[src/rtl/gate_bist_if.sv]
// rtl/gate_bist_if.sv - gate_bist handshake and result bus
// Purpose: groups the run request, gate-under-test connection and result
//          signals of gate_bist into one bundle.
// Ports (signals):
//   start      run request (master -> slave)
//   truth[3:0] expected gate output per vector (master -> slave)
//   y          gate-under-test output (master -> slave)
//   ta, tb     gate inputs driven by the sequencer (slave -> master)
//   busy, done run in progress / end-of-run pulse (slave -> master)
//   pass, err_cnt, fail_vec, fail_valid  results of the last run (slave -> master)
interface gate_bist_if #(
   parameter int ERR_W = 8
);
   logic             start;
   logic [3:0]       truth;
   logic             y;
   logic             ta;
   logic             tb;
   logic             busy;
   logic             done;
   logic             pass;
   logic [ERR_W-1:0] err_cnt;
   logic [1:0]       fail_vec;
   logic             fail_valid;

   modport master (
      output start, truth, y,
      input  ta, tb, busy, done, pass, err_cnt, fail_vec, fail_valid
   );

   modport slave (
      input  start, truth, y,
      output ta, tb, busy, done, pass, err_cnt, fail_vec, fail_valid
   );
endinterface

[src/rtl/gate_bist.sv]
// rtl/gate_bist.sv - built-in self-test sequencer for a 2-input gate
// Purpose: sweeps the four input vectors onto a gate under test, holds each
//          for SETTLE cycles, samples y on the last cycle and compares it with
//          truth[vec]; repeats PASSES times, then reports pass, a saturating
//          error count and the first failing vector.
// Ports:
//   clk    sole clock, rising edge
//   rst_n  asynchronous active-low reset
//   bus    gate_bist_if.slave: start/truth/y in; ta/tb/busy/done/pass/
//          err_cnt/fail_vec/fail_valid out
module gate_bist #(
   parameter int SETTLE = 2,
   parameter int PASSES = 1,
   parameter int ERR_W  = 8
) (
   input logic       clk,
   input logic       rst_n,
   gate_bist_if.slave bus
);
   localparam int CW = (SETTLE > 1) ? $clog2(SETTLE) : 1;
   localparam int SW = (PASSES > 1) ? $clog2(PASSES) : 1;
   localparam logic [CW-1:0] CNT_LAST   = CW'(SETTLE - 1);
   localparam logic [SW-1:0] SWEEP_LAST = SW'(PASSES - 1);

   localparam logic [1:0] S_IDLE = 2'd0;
   localparam logic [1:0] S_RUN  = 2'd1;
   localparam logic [1:0] S_DONE = 2'd2;

   logic [1:0]       state_q, state_d;
   logic [1:0]       vec_q, vec_d;
   logic [SW-1:0]    sweep_q, sweep_d;
   logic [CW-1:0]    cnt_q, cnt_d;
   logic [ERR_W-1:0] err_cnt_q, err_cnt_d;
   logic [1:0]       fail_vec_q, fail_vec_d;
   logic             fail_valid_q, fail_valid_d;
   logic             pass_q, pass_d;

   always_comb begin
      state_d      = state_q;
      vec_d        = vec_q;
      sweep_d      = sweep_q;
      cnt_d        = cnt_q;
      err_cnt_d    = err_cnt_q;
      fail_vec_d   = fail_vec_q;
      fail_valid_d = fail_valid_q;
      pass_d       = pass_q;
      case (state_q)
         S_IDLE: begin
            if (bus.start) begin
               state_d      = S_RUN;
               vec_d        = 2'd0;
               sweep_d      = '0;
               cnt_d        = '0;
               err_cnt_d    = '0;
               fail_vec_d   = 2'd0;
               fail_valid_d = 1'b0;
               pass_d       = 1'b0;
            end
         end
         S_RUN: begin
            if (cnt_q == CNT_LAST) begin
               // Last settle cycle of this vector: sample and advance.
               cnt_d = '0;
               if (bus.y != bus.truth[vec_q]) begin
                  if (err_cnt_q != '1) err_cnt_d = err_cnt_q + 1'b1;
                  if (!fail_valid_q) begin
                     fail_vec_d   = vec_q;
                     fail_valid_d = 1'b1;
                  end
               end
               if (vec_q == 2'd3) begin
                  if (sweep_q == SWEEP_LAST) begin
                     state_d = S_DONE;
                     // Uses the post-sample values so the final vector counts.
                     pass_d  = (err_cnt_d == '0) && !fail_valid_d;
                  end else begin
                     vec_d   = 2'd0;
                     sweep_d = sweep_q + 1'b1;
                  end
               end else begin
                  vec_d = vec_q + 2'd1;
               end
            end else begin
               cnt_d = cnt_q + 1'b1;
            end
         end
         S_DONE:  state_d = S_IDLE;
         default: state_d = S_IDLE;
      endcase
   end

   always_ff @(posedge clk or negedge rst_n) begin
      if (!rst_n) begin
         state_q      <= S_IDLE;
         vec_q        <= 2'd0;
         sweep_q      <= '0;
         cnt_q        <= '0;
         err_cnt_q    <= '0;
         fail_vec_q   <= 2'd0;
         fail_valid_q <= 1'b0;
         pass_q       <= 1'b0;
      end else begin
         state_q      <= state_d;
         vec_q        <= vec_d;
         sweep_q      <= sweep_d;
         cnt_q        <= cnt_d;
         err_cnt_q    <= err_cnt_d;
         fail_vec_q   <= fail_vec_d;
         fail_valid_q <= fail_valid_d;
         pass_q       <= pass_d;
      end
   end

   // Gate inputs are forced to 00 outside RUN so the gate sees a quiet pattern.
   assign bus.ta         = (state_q == S_RUN) & vec_q[0];
   assign bus.tb         = (state_q == S_RUN) & vec_q[1];
   assign bus.busy       = (state_q == S_RUN);
   assign bus.done       = (state_q == S_DONE);
   assign bus.pass       = pass_q;
   assign bus.err_cnt    = err_cnt_q;
   assign bus.fail_vec   = fail_vec_q;
   assign bus.fail_valid = fail_valid_q;
endmodule

[src/flat_wrapper.sv]
// flat-port wrapper written by rule: the top's interface ports become plain ports
module gate_bist_flat 
#(
   parameter int SETTLE = 2,
   parameter int PASSES = 1,
   parameter int ERR_W  = 8
)
  (clk, rst_n, bus_start, bus_truth, bus_y, bus_ta, bus_tb, bus_busy, bus_done, bus_pass, bus_err_cnt, bus_fail_vec, bus_fail_valid);
  gate_bist_if #(.ERR_W(ERR_W)) bus_i ();
  input logic clk;
  input logic rst_n;
  input wire logic [$bits(bus_i.start)-1:0] bus_start;
  input wire logic [$bits(bus_i.truth)-1:0] bus_truth;
  input wire logic [$bits(bus_i.y)-1:0] bus_y;
  output wire logic [$bits(bus_i.ta)-1:0] bus_ta;
  output wire logic [$bits(bus_i.tb)-1:0] bus_tb;
  output wire logic [$bits(bus_i.busy)-1:0] bus_busy;
  output wire logic [$bits(bus_i.done)-1:0] bus_done;
  output wire logic [$bits(bus_i.pass)-1:0] bus_pass;
  output wire logic [$bits(bus_i.err_cnt)-1:0] bus_err_cnt;
  output wire logic [$bits(bus_i.fail_vec)-1:0] bus_fail_vec;
  output wire logic [$bits(bus_i.fail_valid)-1:0] bus_fail_valid;
  assign bus_i.start = bus_start;
  assign bus_i.truth = bus_truth;
  assign bus_i.y = bus_y;
  assign bus_ta = bus_i.ta;
  assign bus_tb = bus_i.tb;
  assign bus_busy = bus_i.busy;
  assign bus_done = bus_i.done;
  assign bus_pass = bus_i.pass;
  assign bus_err_cnt = bus_i.err_cnt;
  assign bus_fail_vec = bus_i.fail_vec;
  assign bus_fail_valid = bus_i.fail_valid;
  gate_bist #(.SETTLE(SETTLE), .PASSES(PASSES), .ERR_W(ERR_W)) u_core (.clk(clk), .rst_n(rst_n), .bus(bus_i));
endmodule
[config.mk]
export PLATFORM = sky130hd
export DESIGN_NAME = gate_bist_flat
export DESIGN_NICKNAME = d
export VERILOG_FILES = /design/src/rtl/gate_bist_if.sv /design/src/rtl/gate_bist.sv /design/src/flat_wrapper.sv
export SDC_FILE = /design/constraint.sdc
export NUM_CORES = 1
export LEC_CHECK = 0
export BUFFER_PORTS_ARGS = -buffer_cell sky130_fd_sc_hd__buf_2
export CORE_MARGIN = 2
export CORE_UTILIZATION = 48
export CTS_BUF_LIST = sky130_fd_sc_hd__clkbuf_4
export DETAILED_ROUTE_END_ITERATION = 10
export HOLD_SLACK_MARGIN = 0.08
export PLACE_DENSITY = 0.72
export REMOVE_ABC_BUFFERS = 1
export SLEW_MARGIN = 20
export SYNTH_ARGS = -nofsm -noshare
export SYNTH_HDL_FRONTEND = slang
export SYNTH_SLANG_ARGS = --single-unit
[constraint.sdc]
create_clock -name clk -period 3.6 [get_ports clk]
set_input_delay 0.36 -clock clk [delete_from_list [all_inputs] [get_ports clk]]
set_output_delay 0.36 -clock clk [all_outputs]
set_load 0.005 [all_outputs]
==> metrics.txt <==
status=completed; Hold Vio Cnt, Final=0; initial core utilization=51.5%; IO buf count=23; maximum VDD drop=0.000558 V; HPWL Detailed=1670 um; worst-path fanout max=14; utilization after layout=59.1%; clock network fraction of design power=12.9%; CTS tree=done; pwr dens=757 nW/um2; Root Driver=clkbuf_4; n_diodes=0; total net switching power=0.406 mW; hold slack=0.397 ns; Setup TNS=0 ns; first-pass iteration count of the detailed router=4; final instance area=1180 um2; worst skew pair latency=0.31 ns; Synth Flop Type=dfrtp_1; switching share of total power=45.3%; IO Pins=24; Die Height=50.3 um; post-route DRC violation count=0; largest net degree at the start of global routing=18; number of H-tree levels=1; Die Width=50.3 um; WS Path Type=reg2reg; post-route minimum period=2.02 ns; # rows=16; CTS Buf Count=3; postcts setup bufs=0; Int Pwr=0.490 mW; Placer Congestion=0.857; P&R area growth vs syn=14.8%; initial antenna violation count=0; Flop pwr share=37.8%; crit start category=flop; clock sink total=17; post-synthesis sequential area ratio=41.3%; Clock Pin Slew Worst Setup and Hold Paths=0.11 ns; Avg Cell Area, Syn=9.55 um2; CP Capture Type=flop; routed vias/inst=6.04; asr flop ratio synth=100%; #FFs+latches synth=17; Logic pwr share=49.4%; Critical Path RT=3.77 ns; layout cell share with drive strength beyond 1=26.2%; setup violators final=0; number of distinct library cells after synthesis=39; Final ANT Viol Nets=0; unrepaired setup endpoints after global routing=false; Pleak=0.551 nW; Clock Tree Buf Depth=2; skew final=0.0157 ns; Synth Instances=108; Worst Hold Class=in2reg; final net count=141; final wirelength=2350 um; final period utilization=56.1%; number of flops mapped to enable cells by yosys=0; placed instance area=1140 um2; Iter 0 DRT Violations=22; Worst EP arrival=2.19 ns; vias in the first global route=868; Via Count=949; core area=2000 um2; Fmax achieved=495 MHz; Final Max Tran Viols=0; Max-slew headroom=57.0%; Overflow after GRT=0; max cap viols=0; Least-Margin Pin Slew=0.643 ns; GR Util All Layers=20.8%; mapped cell area=1030 um2; routed len/inst=15.0 um; first-pass GRT wire length=4040 um; Ys Warns=0; total die area=2530 um2
## cell usage after synthesis (all sizes together), types with 2 or more instances
cell type,n,share of area [%]
a21oi,6,2.9
a31oi,4,2.4
a41o,2,1.9
and2,2,1.3
buf,2,1.8
clkbuf,4,1.7
dfrtp,17,41
ha,2,2.4
inv,3,1.1
mux2i,2,1.9
nand2,10,3.6
nand3,7,3.4
nand4,5,3.0
nand4b,3,2.5
nor2,8,2.9
nor4,2,1.2
o211ai,4,2.9
o21ai,5,2.4
o21bai,2,1.5
or2,2,1.2
## worst paths after layout
kind,from,endpoint,slack (ns),cells past startpoint
setup / recovery,u_core.vec_q[0]$_DFFE_PN0P_,u_core.bus.err_cnt[4]$_DFFE_PN0P_,1.58,4
setup reg to reg,u_core.vec_q[0]$_DFFE_PN0P_,u_core.bus.err_cnt[4]$_DFFE_PN0P_,1.58,4
hold / removal,bus_start,u_core.cnt_q$_DFFE_PN0P_,0.40,4
max in group asynchronous,rst_n,u_core.vec_q[0]$_DFFE_PN0P_,2.82,2
hold reg to reg,u_core.bus.fail_vec[1]$_DFFE_PN0P_,u_core.bus.fail_vec[1]$_DFFE_PN0P_,0.52,2
min in group asynchronous,rst_n,u_core.bus.fail_vec[0]$_DFFE_PN0P_,0.49,2
## per-stage QoR
step | power, mW | instances | setup WS [ns]
after floorplan | 0.628 | 102 | 1.76
after global placement | 0.761 | 152 | 1.61
after detailed placement | 0.779 | 152 | 1.58
after CTS | 0.893 | 157 | 1.57
after global routing | 0.972 | 157 | 1.37
final | 0.896 | 157 | 1.58
## sequential cells by signal (all words and copies together) (netlist names)
signal / count
u_core.vec_q: 2
u_core.state_q: 2
u_core.bus.err_cnt: 8
u_core.bus.fail_vec: 2
u_core.bus.pass: 1
u_core.cnt_q: 1
u_core.bus.fail_valid: 1
## repair_timing
action,in CTS,in global routing
resized for setup,0,0
hold endpoints to repair,17,0
endpoints found under the setup margin,0,0
hold buffers,1,0
## power groups by stage
stage                     registers (mW)  logic [mW]  clock network [mW]
after floorplan                    0.324       0.303                   0
after CTS                          0.336       0.441               0.116
after detailed placement           0.339       0.440                   0
after global routing               0.352       0.497               0.123
after global placement             0.335       0.426                   0
final                              0.338       0.442               0.115
## cells by family (layout without fill, tap and decap cells)
| family | Yosys count | in the layout | synth area share, % |
|---|---|---|---|
| fa+ha+maj | 2 | 2 | 2.43 |
| flops | 17 | 17 | 41.3 |
| buf+inv | 9 | 31 | 4.61 |
| compound gates | 28 | 28 | 18.4 |
| simple gates | 47 | 47 | 24.9 |
| xor+xnor | 2 | 2 | 4.25 |
| mux | 3 | 3 | 4.13 |
## layer usage
layer,up-vias,GRT usage (%),part of all wire (%)
li1,453,-,-
met1,470,28.5,48
met2,22,31.1,47
met3,4,5.65,4.5
met4,0,8.11,0.98
met5,-,0,0
## cell usage in the layout, fill, tap and decap left out, drive strengths merged, types with 2 or more instances in the layout
cell type   n
buf        23
dfrtp      17
nand2      10
nor2        8
nand3       7
a21oi       6
nand4       5
o21ai       5
a31oi       4
o211ai      4
clkbuf      4
inv         3
nand4b      3
mux2i       2
or2         2
a41o        2
nor4        2
o21bai      2
ha          2
and2        2
## critical path, cell delays in order, from the launching register on
cell	delay (ns)
dfrtp_1	0.44
mux4_2	0.61
xor2_2	0.50
a41o_1	0.27
a21oi_1	0.07
## layout make-up
cell class | count | area (um2)
clock buffer | 4 | 30.0
tap | 27 | 33.8
fill | 186 | 818
inverter | 3 | 11.3
sequential | 17 | 425
multi-input combinational | 82 | 558
timing repair buffer | 24 | 125
(Power assumes the default switching activity.)
